File: src/rtl/alu4_word_sequencer_if.sv
// Host-side start/busy/done handshake and word-level operand/result bus
// for the nibble-serial ALU sequencer.
interface alu4_word_sequencer_if #(
    parameter int unsigned NIBBLES = 4
);
    localparam int unsigned W = 4 * NIBBLES;

    logic         start;
    logic [3:0]   op;
    logic [W-1:0] a;
    logic [W-1:0] b;
    logic         carry_in;
    logic         rot_in;
    logic         msb_first;
    logic         busy;
    logic         done;
    logic [W-1:0] result;
    logic         carry_out;
    logic         rot_out;
    logic         zero_out;
    logic         ovf_out;

    modport master (
        output start, op, a, b, carry_in, rot_in, msb_first,
        input  busy, done, result, carry_out, rot_out, zero_out, ovf_out
    );

    modport slave (
        input  start, op, a, b, carry_in, rot_in, msb_first,
        output busy, done, result, carry_out, rot_out, zero_out, ovf_out
    );
endinterface

File: src/rtl/alu4_word_sequencer.sv
// Word-wide operation sequencer: issues one nibble per cycle to a 4-bit
// combinational ALU, chaining math/rotate carries and reassembling the word.
module alu4_word_sequencer #(
    parameter int unsigned NIBBLES = 4
) (
    input  logic                  clk,
    input  logic                  rst_n,
    alu4_word_sequencer_if.slave  host,
    output logic [3:0]            alu_op,
    output logic [3:0]            alu_a,
    output logic [3:0]            alu_b,
    output logic                  alu_mc,
    output logic                  alu_rc,
    input  logic [3:0]            alu_out,
    input  logic                  alu_mco,
    input  logic                  alu_rco,
    input  logic                  alu_ovf,
    input  logic                  alu_zero
);
    localparam int unsigned W    = 4 * NIBBLES;
    localparam logic [2:0]  LAST = 3'(NIBBLES - 1);

    typedef enum logic [1:0] {IDLE, RUN, DONE} state_t;

    state_t       state, state_next;
    logic [3:0]   op_q;
    logic [W-1:0] a_q, b_q, result_q;
    logic         mc_q, rc_q, msb_q;
    logic [2:0]   k;
    logic         zacc, zacc_next;
    logic         ovf_q, carry_out_q, rot_out_q, zero_q;
    logic         accept;
    logic [2:0]   idx;
    logic [4:0]   bit_lo;

    assign accept    = host.start && (state != RUN);
    assign idx       = msb_q ? (LAST - k) : k;
    assign bit_lo    = {idx, 2'b00};
    assign zacc_next = (k == 3'd0) ? alu_zero : (zacc & alu_zero);

    always_ff @(posedge clk or negedge rst_n) begin
        if (!rst_n) state <= IDLE;
        else        state <= state_next;
    end

    always_comb begin
        state_next = state;
        case (state)
            IDLE:    if (host.start) state_next = RUN;
            RUN:     if (k == LAST)  state_next = DONE;
            DONE:    state_next = host.start ? RUN : IDLE;
            default: state_next = IDLE;
        endcase
    end

    always_comb begin
        host.busy = (state == RUN);
        host.done = (state == DONE);
        alu_op    = '0;
        alu_a     = '0;
        alu_b     = '0;
        alu_mc    = 1'b0;
        alu_rc    = 1'b0;
        if (state == RUN) begin
            alu_op = op_q;
            alu_a  = a_q[bit_lo +: 4];
            alu_b  = b_q[bit_lo +: 4];
            alu_mc = mc_q;
            alu_rc = rc_q;
        end
    end

    // mc_q/rc_q hold carry_in/rot_in at step 0 and the previous nibble's carries after.
    always_ff @(posedge clk or negedge rst_n) begin
        if (!rst_n) begin
            op_q        <= '0;
            a_q         <= '0;
            b_q         <= '0;
            mc_q        <= 1'b0;
            rc_q        <= 1'b0;
            msb_q       <= 1'b0;
            k           <= '0;
            result_q    <= '0;
            zacc        <= 1'b0;
            ovf_q       <= 1'b0;
            carry_out_q <= 1'b0;
            rot_out_q   <= 1'b0;
            zero_q      <= 1'b0;
        end else if (accept) begin
            op_q  <= host.op;
            a_q   <= host.a;
            b_q   <= host.b;
            mc_q  <= host.carry_in;
            rc_q  <= host.rot_in;
            msb_q <= host.msb_first;
            k     <= '0;
        end else if (state == RUN) begin
            result_q[bit_lo +: 4] <= alu_out;
            mc_q <= alu_mco;
            rc_q <= alu_rco;
            zacc <= zacc_next;
            if (idx == LAST) ovf_q <= alu_ovf;
            k <= k + 3'd1;
            if (k == LAST) begin
                carry_out_q <= alu_mco;
                rot_out_q   <= alu_rco;
                zero_q      <= zacc_next;
            end
        end
    end

    assign host.result    = result_q;
    assign host.carry_out = carry_out_q;
    assign host.rot_out   = rot_out_q;
    assign host.zero_out  = zero_q;
    assign host.ovf_out   = ovf_q;
endmodule
File: src/flat_wrapper.sv
// flat-port wrapper written by rule: the top's interface ports become plain ports
module alu4_word_sequencer_flat 
#(
    parameter int unsigned NIBBLES = 4
)
  (clk, rst_n, alu_op, alu_a, alu_b, alu_mc, alu_rc, alu_out, alu_mco, alu_rco, alu_ovf, alu_zero, host_start, host_op, host_a, host_b, host_carry_in, host_rot_in, host_msb_first, host_busy, host_done, host_result, host_carry_out, host_rot_out, host_zero_out, host_ovf_out);
  alu4_word_sequencer_if #(.NIBBLES(NIBBLES)) host_i ();
  input  logic clk;
  input  logic rst_n;
  output logic [3:0] alu_op;
  output logic [3:0] alu_a;
  output logic [3:0] alu_b;
  output logic alu_mc;
  output logic alu_rc;
  input  logic [3:0] alu_out;
  input  logic alu_mco;
  input  logic alu_rco;
  input  logic alu_ovf;
  input  logic alu_zero;
  input wire logic [$bits(host_i.start)-1:0] host_start;
  input wire logic [$bits(host_i.op)-1:0] host_op;
  input wire logic [$bits(host_i.a)-1:0] host_a;
  input wire logic [$bits(host_i.b)-1:0] host_b;
  input wire logic [$bits(host_i.carry_in)-1:0] host_carry_in;
  input wire logic [$bits(host_i.rot_in)-1:0] host_rot_in;
  input wire logic [$bits(host_i.msb_first)-1:0] host_msb_first;
  output wire logic [$bits(host_i.busy)-1:0] host_busy;
  output wire logic [$bits(host_i.done)-1:0] host_done;
  output wire logic [$bits(host_i.result)-1:0] host_result;
  output wire logic [$bits(host_i.carry_out)-1:0] host_carry_out;
  output wire logic [$bits(host_i.rot_out)-1:0] host_rot_out;
  output wire logic [$bits(host_i.zero_out)-1:0] host_zero_out;
  output wire logic [$bits(host_i.ovf_out)-1:0] host_ovf_out;
  assign host_i.start = host_start;
  assign host_i.op = host_op;
  assign host_i.a = host_a;
  assign host_i.b = host_b;
  assign host_i.carry_in = host_carry_in;
  assign host_i.rot_in = host_rot_in;
  assign host_i.msb_first = host_msb_first;
  assign host_busy = host_i.busy;
  assign host_done = host_i.done;
  assign host_result = host_i.result;
  assign host_carry_out = host_i.carry_out;
  assign host_rot_out = host_i.rot_out;
  assign host_zero_out = host_i.zero_out;
  assign host_ovf_out = host_i.ovf_out;
  alu4_word_sequencer #(.NIBBLES(NIBBLES)) u_core (.clk(clk), .rst_n(rst_n), .host(host_i), .alu_op(alu_op), .alu_a(alu_a), .alu_b(alu_b), .alu_mc(alu_mc), .alu_rc(alu_rc), .alu_out(alu_out), .alu_mco(alu_mco), .alu_rco(alu_rco), .alu_ovf(alu_ovf), .alu_zero(alu_zero));
endmodule
File: config.mk
export PLATFORM = sky130hd
export DESIGN_NAME = alu4_word_sequencer_flat
export DESIGN_NICKNAME = d
export VERILOG_FILES = /design/src/rtl/alu4_word_sequencer_if.sv /design/src/rtl/alu4_word_sequencer.sv /design/src/flat_wrapper.sv
export SDC_FILE = /design/constraint.sdc
export NUM_CORES = 1
export LEC_CHECK = 0
export ABC_CLOCK_PERIOD_IN_PS = 5150
export BUFFER_PORTS_ARGS = -buffer_cell sky130_fd_sc_hd__buf_2
export CORE_MARGIN = 4
export CORE_UTILIZATION = 35
export CTS_CLUSTER_DIAMETER = 60
export CTS_CLUSTER_SIZE = 30
export DETAILED_ROUTE_END_ITERATION = 12
export SETUP_SLACK_MARGIN = 0.5
export SLEW_MARGIN = 20
export SYNTH_ARGS = -nofsm -noshare
export SYNTH_HDL_FRONTEND = slang
export SYNTH_SLANG_ARGS = --single-unit
File: constraint.sdc
create_clock -name clk -period 5.15 [get_ports clk]
set_input_delay 0.2575 -clock clk [delete_from_list [all_inputs] [get_ports clk]]
set_output_delay 0.2575 -clock clk [all_outputs]
set_load 0.01 [all_outputs]
==> impl_metrics.csv, run 1 <==
group,metric,value,unit
synthesis,syn_inst,296,
synthesis,yosys-top-cells-area,"dfrtp_1 48%, mux2_2 15%, a22oi_1 3.8%, mux2i_1 3.0%, o21ai_0 2.4%",
timing,rsz0062_at_grt,"no",
timing,finalMaxSlewViolations,0,
synthesis,yosysMostFrequentCell,"dfrtp_1",
synthesis,ys_warn_count,0,
floorplan,start_util,36.3,%
floorplan,dieHeight,106,um
timing,post-route-worst-setup-slack,2.35,ns
power,power_leakage,1.84,nW
timing,period_needed,2.80,ns
synthesis,yosys_most_used_dff,"dfrtp_1",
clocking,cts_buffers,9,
layout,drive_above_1_share,42.1,%
clocking,cts_sinks,65,
layout,final_util,43.8,%
detailed_routing,first_pass_iters,4,
placed_design,io_buffers,85,
floorplan,die_w,106,um
synthesis,syn_nets,349,
floorplan,io_pins,86,
global_routing,grt_first_pass_wirelength,13200,um
layout,n_antenna_cell,0,
timing,max_slew.worst_pin.slew,0.874,ns
clocking,clockRootBuffer,"clkbuf_8",
global_routing,grt_max_degree,66,
setup_path,start_kind,"flop",
layout,final_cell_area,4070,um2
clocking,cts_max_level,3,
detailed_routing,drc_errors,0,
timing,period_share,54.4,%
global_routing,track_usage,14.7,%
layout,fin_nets,430,
setup_path,criticalPathCategory,"reg2out",
detailed_routing,post_drt_wl_per_cell,15.7,um
synthesis,postSynth.asyncResetShare,100,%
detailed_routing,ant_nets,0,
placed_design,dp_hpwl,5650,um
floorplan,num_rows,35,
timing,whs,0.0806,ns
synthesis,ys_ff_latch,65,
setup_path,reg2reg_from,"u_core.k[0]$_DFFE_PN0P_",
detailed_routing,drtIter0Drc,83,
timing,setup_viol,0,
timing,maxSlewHeadroom,41.5,%
min_path,hold_class,"in2async",
timing,fin_tns_setup,0,ns
power,total_power,2.88,mW
layout,area_growth,20.8,%
synthesis,synth_edf_count,0,
clocking,holdBufCountCts,0,
layout,fill_cells,936,
clocking,cts_tree,"built",
power,p_per_area,709,nW/um2
floorplan,core_area,9280,um2
clocking,cts_buffer_depth,2,
run,cap_violations,0,
clocking,clock_latency,0.35,ns
timing,fmax,0.357,GHz
setup_path,arrival,2.54,ns
placed_design,dp_slack,2.41,ns
floorplan,die_area,11200,um2
layout,fin_cells,511,
global_routing,grt_pass1_vias,2676,
placed_design,dpl_cell_area,3860,um2
clocking,cts_resized,0,
setup_path,cp.required,4.89,ns
synthesis,synth_seq_area_share,48.3,%
detailed_routing,routed_via_density,5.12,
global_routing,antenna_found_initial,1,
clocking,postCtsSetupBuffers,0,
synthesis,syn_avg_cell_area,11.4,um2
power,vdd_drop_max,286,uV
synthesis,ys_types,47,
setup_path,crit_path_end_kind,"output port",
layout,multi_input_area,1630,um2
setup_path,rr_endpoint,"u_core.host.result[13]$_DFFE_PN0P_",
setup_path,reg2reg_depth,7,
placed_design,dp.cells,495,
clocking,clkTransAtPathRegs,0.08,ns
timing,finalHoldViolCount,0,
timing,clock_skew,0.00666,ns
placed_design,gp_congestion,0.794,
synthesis,syn-cell-area,3370,um2
synthesis,synth_common_cells,"65 x dfrtp_1, 44 x mux2_2, 18 x nor2_1, 17 x a22oi_1, 17 x nand2_1",
synthesis,synth_top_area_share,48.3,%
layout,seqCellArea,1630,um2
global_routing,grt_overflow,0,
detailed_routing,drt_wl_total,8040,um
status,status,"completed",
detailed_routing,vias,2618,
setup_path,reg2reg_slack,2.48,ns
synthesis,synth.largest_area_cell,"dfrtp_1",
setup_path,path_max_fanout,23,
final cells by class:
cell class | count | area share [%]
Clock buffer | 9 | 3.05
Tap cell | 129 | 3.97
Sequential cell | 65 | 40.0
Multi-Input combinational cell | 210 | 40.0
Clock inverter | 7 | 1.91
Inverter | 5 | 0.462
Timing Repair Buffer | 86 | 10.6
layout by cell type (no fill, tap or decap), types with 2 or more instances in the layout:
| cell type | instances |
|---|---|
| nand3_1 | 9 |
| o22a_1 | 8 |
| mux2_2 | 44 |
| mux2i_1 | 10 |
| o22ai_1 | 5 |
| dfrtp_1 | 65 |
| nand2_1 | 17 |
| nor4_1 | 3 |
| nand2b_1 | 4 |
| nor3_1 | 2 |
| a32oi_1 | 2 |
| o221a_2 | 4 |
| a31oi_1 | 4 |
| nor2b_1 | 4 |
| inv_6 | 3 |
| o2111a_1 | 2 |
| nand2_2 | 2 |
| nor2b_2 | 2 |
| inv_1 | 5 |
| o21ai_0 | 16 |
| and2_1 | 6 |
| o21bai_1 | 2 |
| ha_1 | 3 |
| a22oi_1 | 17 |
| a21oi_1 | 4 |
| and3_1 | 4 |
| buf_2 | 85 |
| clkbuf_8 | 9 |
| nor2_1 | 18 |
metal layers:
| layer | vias to the layer above | GRT usage (%) | wire length [um] |
|---|---|---|---|
| met5 | - | 0 | 13 |
| met4 | 2 | 3.70 | 60 |
| met2 | 81 | 22.6 | 3790 |
| li1 | 1273 | - | - |
| met1 | 1255 | 19.8 | 3690 |
| met3 | 7 | 5.40 | 485 |
where the power goes:
| part | total, mW | switching, mW | internal (mW) | leakage, nW |
|---|---|---|---|---|
| Clock | 0.445 | 0.217 | 0.228 | 0.101 |
| Combinational | 1.44 | 0.756 | 0.682 | 0.967 |
| Sequential | 0.998 | 0.226 | 0.771 | 0.771 |
worst max-delay path: stages (launching register included):
cell      delay (ns)
dfrtp_1         0.76
nor2b_2         0.70
nand3b_1        0.41
o21ai_0         0.16
buf_2           0.16
sequential cells by signal, summed over array words and instances (netlist names), 2 cells and up:
| signal | count |
|---|---|
| u_core.a_q | 16 |
| u_core.b_q | 16 |
| u_core.host.result | 16 |
| u_core.op_q | 4 |
| u_core.k | 3 |
| u_core.state | 2 |
how the worst max path moves through the flow:
stage                                   startpoint                                 end  slack [ns]  depth (start not counted)
after floorplan           u_core.msb_q$_DFFE_PN0P_  u_core.host.result[14]$_DFFE_PN0P_        3.14                          8
after global placement     u_core.k[1]$_DFFE_PN0P_                            alu_b[1]        2.51                          4
after detailed placement   u_core.k[1]$_DFFE_PN0P_                            alu_b[0]        2.41                          5
after CTS                  u_core.k[1]$_DFFE_PN0P_                            alu_a[3]        2.00                          4
after global routing       u_core.k[1]$_DFFE_PN0P_                            alu_a[1]        2.12                          4
final                      u_core.k[1]$_DFFE_PN0P_                            alu_a[3]        2.35                          4
logic make-up (layout without fill, tap and decap cells):
family / Yosys count / after routing / share of synthesized area, %
flip-flops: 65 / 65 / 48.3
AO/OA/AOI/OAI: 73 / 73 / 15.8
adder cells (fa/ha/maj): 3 / 3 / 1.12
buffers and inverters: 21 / 107 / 3.53
multiplexers: 54 / 54 / 17.7
AND/OR/NAND/NOR: 80 / 80 / 13.5
Power figures use the tool's default switching activity.
==> run 2: changes to the inputs <==
--- a/config.mk
+++ b/config.mk
@@ -5,7 +5,7 @@
 export SDC_FILE = /design/constraint.sdc
 export NUM_CORES = 1
 export LEC_CHECK = 0
-export ABC_CLOCK_PERIOD_IN_PS = 5150
+export ABC_CLOCK_PERIOD_IN_PS = 2300
 export BUFFER_PORTS_ARGS = -buffer_cell sky130_fd_sc_hd__buf_2
 export CORE_MARGIN = 4
 export CORE_UTILIZATION = 35
==> constraint.sdc (replaced) <==
create_clock -name clk -period 2.3 [get_ports clk]
set_input_delay 0.115 -clock clk [delete_from_list [all_inputs] [get_ports clk]]
set_output_delay 0.115 -clock clk [all_outputs]
set_load 0.01 [all_outputs]
==> run 2 against run 1 <==
Against the previous run: clock skew increased by 0.0030 ns; utilization increased by 11 points; via count increased by 14%; final area increased by 25%; flip-flop and latch count unchanged; critical endpoint is now u_core.host.result[9]$_DFFE_PN0P_; count of clock-buffer cells in the layout increased by 2; die area unchanged.
==> impl_metrics.csv, run 2 (synthesized netlist as in run 1, its figures left out) <==
group,metric,value,unit
layout,multi_input_area,1860,um2
timing,period_share,86.0,%
timing,maxSlewHeadroom,71.9,%
power,p_sw_share,39.5,%
power,total_power,8.16,mW
clocking,clkTransAtPathRegs,0.07,ns
setup_path,reg2reg_from,"u_core.k[0]$_DFFE_PN0P_",
timing,setup_viol,0,
setup_path,reg2reg_slack,0.32,ns
floorplan,start_util,36.3,%
timing,fin_tns_setup,0,ns
min_path,hold_class,"in2reg",
detailed_routing,vias,2997,
layout,n_antenna_cell,0,
timing,fmax,0.506,GHz
floorplan,die_area,11200,um2
floorplan,io_pins,86,
power,p_per_area,1600,nW/um2
global_routing,grt_first_pass_wirelength,16000,um
detailed_routing,routed_via_density,5.12,
setup_path,criticalPathCategory,"reg2reg",
timing,finalMaxSlewViolations,0,
timing,rsz0062_at_grt,"yes",
detailed_routing,drc_errors,0,
run,cap_violations,0,
power,seqPwrFrac,26.6,%
status,status,"completed",
global_routing,grt_overflow,0,
timing,max_slew.worst_pin.slew,0.420,ns
power,pwr-share-comb,59.4,%
setup_path,arrival,2.20,ns
clocking,cts_buffers,9,
layout,area_growth,51.4,%
timing,finalHoldViolCount,0,
clocking,clock_latency,0.34,ns
placed_design,dp_hpwl,5800,um
floorplan,num_rows,35,
timing,period_needed,1.98,ns
global_routing,antenna_found_initial,0,
floorplan,core_area,9280,um2
detailed_routing,drtIter0Drc,120,
layout,final_cell_mix,"85 x buf_2, 62 x dfrtp_1, 44 x mux2_2",
setup_path,crit_path_end_kind,"flop",
power,p_sw,3.23,mW
power,clkPwrFrac,14.0,%
placed_design,io_buffers,85,
detailed_routing,first_pass_iters,4,
clocking,cts_buffer_depth,2,
detailed_routing,ant_nets,0,
power,power_leakage,2.27,nW
setup_path,cp.required,2.52,ns
setup_path,start_kind,"flop",
power,p_int,4.94,mW
clocking,cts_max_level,3,
floorplan,die_w,106,um
setup_path,path_max_fanout,7,
global_routing,grt_max_degree,66,
global_routing,track_usage,17.7,%
layout,mostFrequentLayoutCell,"buf_2",
timing,clock_skew,0.00966,ns
power,vdd_drop_max,832,uV
placed_design,gp_congestion,0.836,
clocking,cts_tree,"built",
layout,seqCellArea,1630,um2
detailed_routing,post_drt_wl_per_cell,16.1,um
clocking,cts_sinks,65,
layout,fill_cells,824,
layout,fin_nets,504,
min_path,min_from,"host_a[12]",
setup_path,crit_path_start,"u_core.k[0]$_DFFE_PN0P_",
clocking,clockRootBuffer,"clkbuf_8",
layout,drive_above_1_share,52.0,%
floorplan,dieHeight,106,um
global_routing,grt_pass1_vias,3151,
detailed_routing,drt_wl_total,9440,um
-- run 2: worst paths after layout --
path                                                     end  cells after the start
max                        u_core.host.result[9]$_DFFE_PN0P_                      8
min                               u_core.a_q[12]$_DFFE_PN0P_                      2
max reg2reg                u_core.host.result[9]$_DFFE_PN0P_                      8
min reg2reg                 u_core.host.zero_out$_DFFE_PN0P_                      2
max in group asynchronous          u_core.b_q[1]$_DFFE_PN0P_                      3
min in group asynchronous  u_core.host.result[3]$_DFFE_PN0P_                      3
-- run 2: repair_timing --
action	CTS	global route
gates cloned	3	0
endpoints found under the setup margin	28	29
endpoints found under the hold margin	99	0
setup buffers	23	4
hold buffers	35	0
pin swaps	11	8
resized for setup	54	17
-- run 2: critical path, cell delays in order (launching register included) --
cell	delay, ns
dfrtp_1	0.41
or3_1	0.39
nand2_2	0.10
ha_4	0.15
and4bb_4	0.33
buf_6	0.13
nand3_4	0.09
o22ai_2	0.19
nor3_2	0.06
-- run 2: per-stage QoR --
step	worst slack [ns]	std cells	cell area, um2	hold slack [ns]	util [%]
6_report	0.322	585	5100	0.0157	54.9
5_1_grt	0.246	585	5100	0.00725	54.9
4_1_cts	0.345	581	4970	0.000394	53.6
3_5_place_dp	0.0671	504	4000	0.159	43.0
3_3_place_gp	0.142	504	4000	0.164	43.0
2_1_floorplan	0.389	296	3420	-0.181	-
-- run 2: layer usage --
metal	wire length [um]	GRT usage (%)	part of all wire (%)
met5	0	0	0
met4	119	3.98	1.3
met3	610	5.59	6.5
met2	4720	30.6	50
met1	3990	21.6	42
-- run 2: power groups by stage --
stage / clock (mW) / sequential (mW) / combinational, mW
2_1_floorplan: 0 / 2.13 / 2.57
3_3_place_gp: 0 / 2.11 / 3.55
3_5_place_dp: 0 / 2.14 / 3.62
4_1_cts: 1.18 / 2.15 / 4.58
5_1_grt: 1.22 / 2.27 / 5.28
6_report: 1.14 / 2.18 / 4.85
-- run 2: final cells by class --
cell class	instances	area share [%]
Multi-Input combinational cell	210	36.4
Tap cell	129	3.17
Sequential cell	65	32.0
Inverter	5	0.589
Timing Repair Buffer	160	23.2
Clock buffer	11	2.97
Clock inverter	5	1.69
==> run 3: changes to the inputs <==
--- a/config.mk
+++ b/config.mk
@@ -5,6 +5,7 @@
 export SDC_FILE = /design/constraint.sdc
 export NUM_CORES = 1
 export LEC_CHECK = 0
+export ABC_AREA = 1
 export ABC_CLOCK_PERIOD_IN_PS = 2300
 export BUFFER_PORTS_ARGS = -buffer_cell sky130_fd_sc_hd__buf_2
 export CORE_MARGIN = 4
==> run 3 against run 2 <==
Against the previous run: worst setup slack better by 0.19 ns; register-to-register slack improved by 0.19 ns; final cell count up 9.9%; sequential share of layout area up 3.9 points; synthesized cell count grew 33%; global-route usage shrank 0.58 points; routed wire length shrank 6.8%; clock skew hardly changed; critical path type is now reg2out; critical endpoint is now alu_b[3]; largest power group unchanged; highest routed layer unchanged.
==> impl_metrics.csv, run 3 <==
group,metric,value,unit
status,status,"completed",
clocking,clkTransAtPathRegs,0.07,ns
min_path,min_from,"host_b[6]",
setup_path,start_kind,"flop",
min_path,hold_class,"in2reg",
global_routing,grt_overflow,0,
detailed_routing,ant_nets,0,
global_routing,grt_first_pass_wirelength,13900,um
floorplan,die_area,10400,um2
clocking,cts_tree,"built",
timing,rsz0062_at_grt,"yes",
timing,setup_viol,0,
timing,fin_tns_setup,0,ns
power,vdd_drop_max,489,uV
layout,n_antenna_cell,0,
floorplan,die_w,102,um
synthesis,ys_ff_latch,65,
power,power_leakage,2.35,nW
timing,finalHoldViolCount,0,
detailed_routing,vias,3037,
global_routing,track_usage,17.1,%
setup_path,crit_path_end_kind,"output port",
synthesis,synth_common_cells,"171 x nand2_1, 65 x dfrtp_1, 40 x nand3_1, 33 x nor2_1, 20 x inv_1",
synthesis,synth_seq_area_share,52.8,%
synthesis,yosys-top-cells-area,"dfrtp_1 53%, nand2_1 21%, nand3_1 6.5%, nor2_1 4.0%, o21ai_0 2.8%",
layout,area_growth,47.4,%
power,total_power,6.73,mW
synthesis,ys_types,21,
setup_path,criticalPathCategory,"reg2out",
detailed_routing,drt_wl_total,8800,um
synthesis,syn_nets,446,
global_routing,grt_pass1_vias,2928,
global_routing,grt_max_degree,58,
placed_design,dp_slack,0.199,ns
timing,period_needed,1.79,ns
layout,fin_nets,586,
floorplan,num_rows,33,
synthesis,syn_inst,393,
timing,fmax,0.558,GHz
clocking,cts_buffers,9,
detailed_routing,drc_errors,0,
synthesis,syn-cell-area,3080,um2
layout,final_cell_mix,"166 x nand2_1, 85 x buf_2, 63 x dfrtp_1",
detailed_routing,post_drt_wl_per_cell,13.7,um
timing,period_share,77.9,%
synthesis,ys_warn_count,0,
placed_design,io_buffers,85,
layout,fill_cells,750,
timing,max_slew.worst_pin.slew,0.365,ns
synthesis,yosys_most_used_dff,"dfrtp_1",
timing,post-route-worst-setup-slack,0.508,ns
synthesis,syn_avg_cell_area,7.83,um2
layout,mostFrequentLayoutCell,"nand2_1",
synthesis,synth_top_area_share,52.8,%
setup_path,reg2reg_from,"u_core.k[0]$_DFFE_PN0P_",
clocking,clock_latency,0.34,ns
placed_design,gp_congestion,0.796,
synthesis,postSynth.asyncResetShare,100,%
floorplan,io_pins,86,
placed_design,dp_hpwl,5590,um
clocking,cts_buffer_depth,2,
power,p_per_area,1480,nW/um2
synthesis,synth_edf_count,0,
clocking,cts_sinks,65,
floorplan,start_util,36.7,%
clocking,clockRootBuffer,"clkbuf_8",
setup_path,crit_path_start,"u_core.msb_q$_DFFE_PN0P_",
setup_path,cp.required,2.18,ns
run,cap_violations,0,
floorplan,core_area,8380,um2
global_routing,antenna_found_initial,0,
setup_path,arrival,1.68,ns
timing,maxSlewHeadroom,75.6,%
timing,clock_skew,0.00954,ns
timing,finalMaxSlewViolations,0,
detailed_routing,drtIter0Drc,172,
synthesis,yosysMostFrequentCell,"nand2_1",
layout,drive_above_1_share,29.6,%
floorplan,dieHeight,102,um
setup_path,path_max_fanout,11,
detailed_routing,first_pass_iters,5,
synthesis,synth.largest_area_cell,"dfrtp_1",
clocking,cts_max_level,3,
detailed_routing,routed_via_density,4.72,
[run 3: power breakdown]
group          total [mW]  internal (mW)  switching [mW]  leakage (nW)
logic                3.74           1.49            2.24          1.45
registers            2.07           1.70           0.366         0.796
clock network       0.928          0.506           0.422         0.102
total                6.73           3.70            3.03          2.35
[run 3: logic make-up after synthesis]
| kind of cell | after synthesis | synth area share [%] |
|---|---|---|
| adder cells (fa/ha/maj) | 3 | 1.22 |
| AO/OA/AOI/OAI | 20 | 3.50 |
| buffers and inverters | 38 | 5.61 |
| flip-flops | 65 | 52.8 |
| AND/OR/NAND/NOR | 267 | 36.8 |
[run 3: per-stage QoR]
step	cell area, um2	hold WS [ns]	std cells	util, %
after detailed placement	3600	-0.0137	573	42.9
after global routing	4540	0.0375	643	54.1
after CTS	4400	0.00143	639	52.5
after global placement	3600	-0.0146	573	42.9
after floorplan	3080	-0.181	393	-
final	4540	0.00732	643	54.1
[run 3: what timing repair did]
item / 4_1_cts / 5_1_grt
pin swaps: 7 / 6
gates resized for setup: 25 / 26
gates cloned: 2 / 3
setup buffers: 11 / 1
hold endpoints to repair: 101 / 0
endpoints found under the setup margin: 37 / 48
hold buffers: 37 / 0
[run 3: per-layer routing]
metal / routed length (um) / global-route usage (%)
met1: 3990 / 23.3
met2: 4090 / 27.1
met3: 538 / 3.51
met4: 172 / 6.03
met5: 0 / 0
[run 3: critical path: stages (launching register included)]
cell and delay (ns):
dfrtp_2 0.46, buf_4 0.18, nand2_8 0.12, nand2_8 0.09, nand2_1 0.07, nand2_1 0.05, nor2_1 0.16, nor2_2 0.07
buf_2 0.14
[run 3: cell type report]
type                            count  area [um2]  area share (%)
Sequential cell                    65        1630            35.9
Multi-Input combinational cell    292        1470            32.3
Timing Repair Buffer              138         990            21.8
Clock buffer                       14         183            4.03
Tap cell                          105         131            2.90
Inverter                           24         104            2.29
Timing Repair inverter              3        22.5           0.496
Clock inverter                      2        10.0           0.221
[run 3: final timing paths]
check                      slack, ns                            endpoint  cells past startpoint
max in group asynchronous       1.57            u_core.msb_q$_DFFE_PN0P_                      3
max                             0.51                            alu_b[3]                      8
min                            0.007           u_core.b_q[6]$_DFFE_PN0P_                      3
min reg2reg                     0.47  u_core.host.result[12]$_DFFE_PN0P_                      2
max reg2reg                     0.51  u_core.host.result[12]$_DFFE_PN0P_                     11
min in group asynchronous       0.16  u_core.host.result[10]$_DFFE_PN0P_                      2
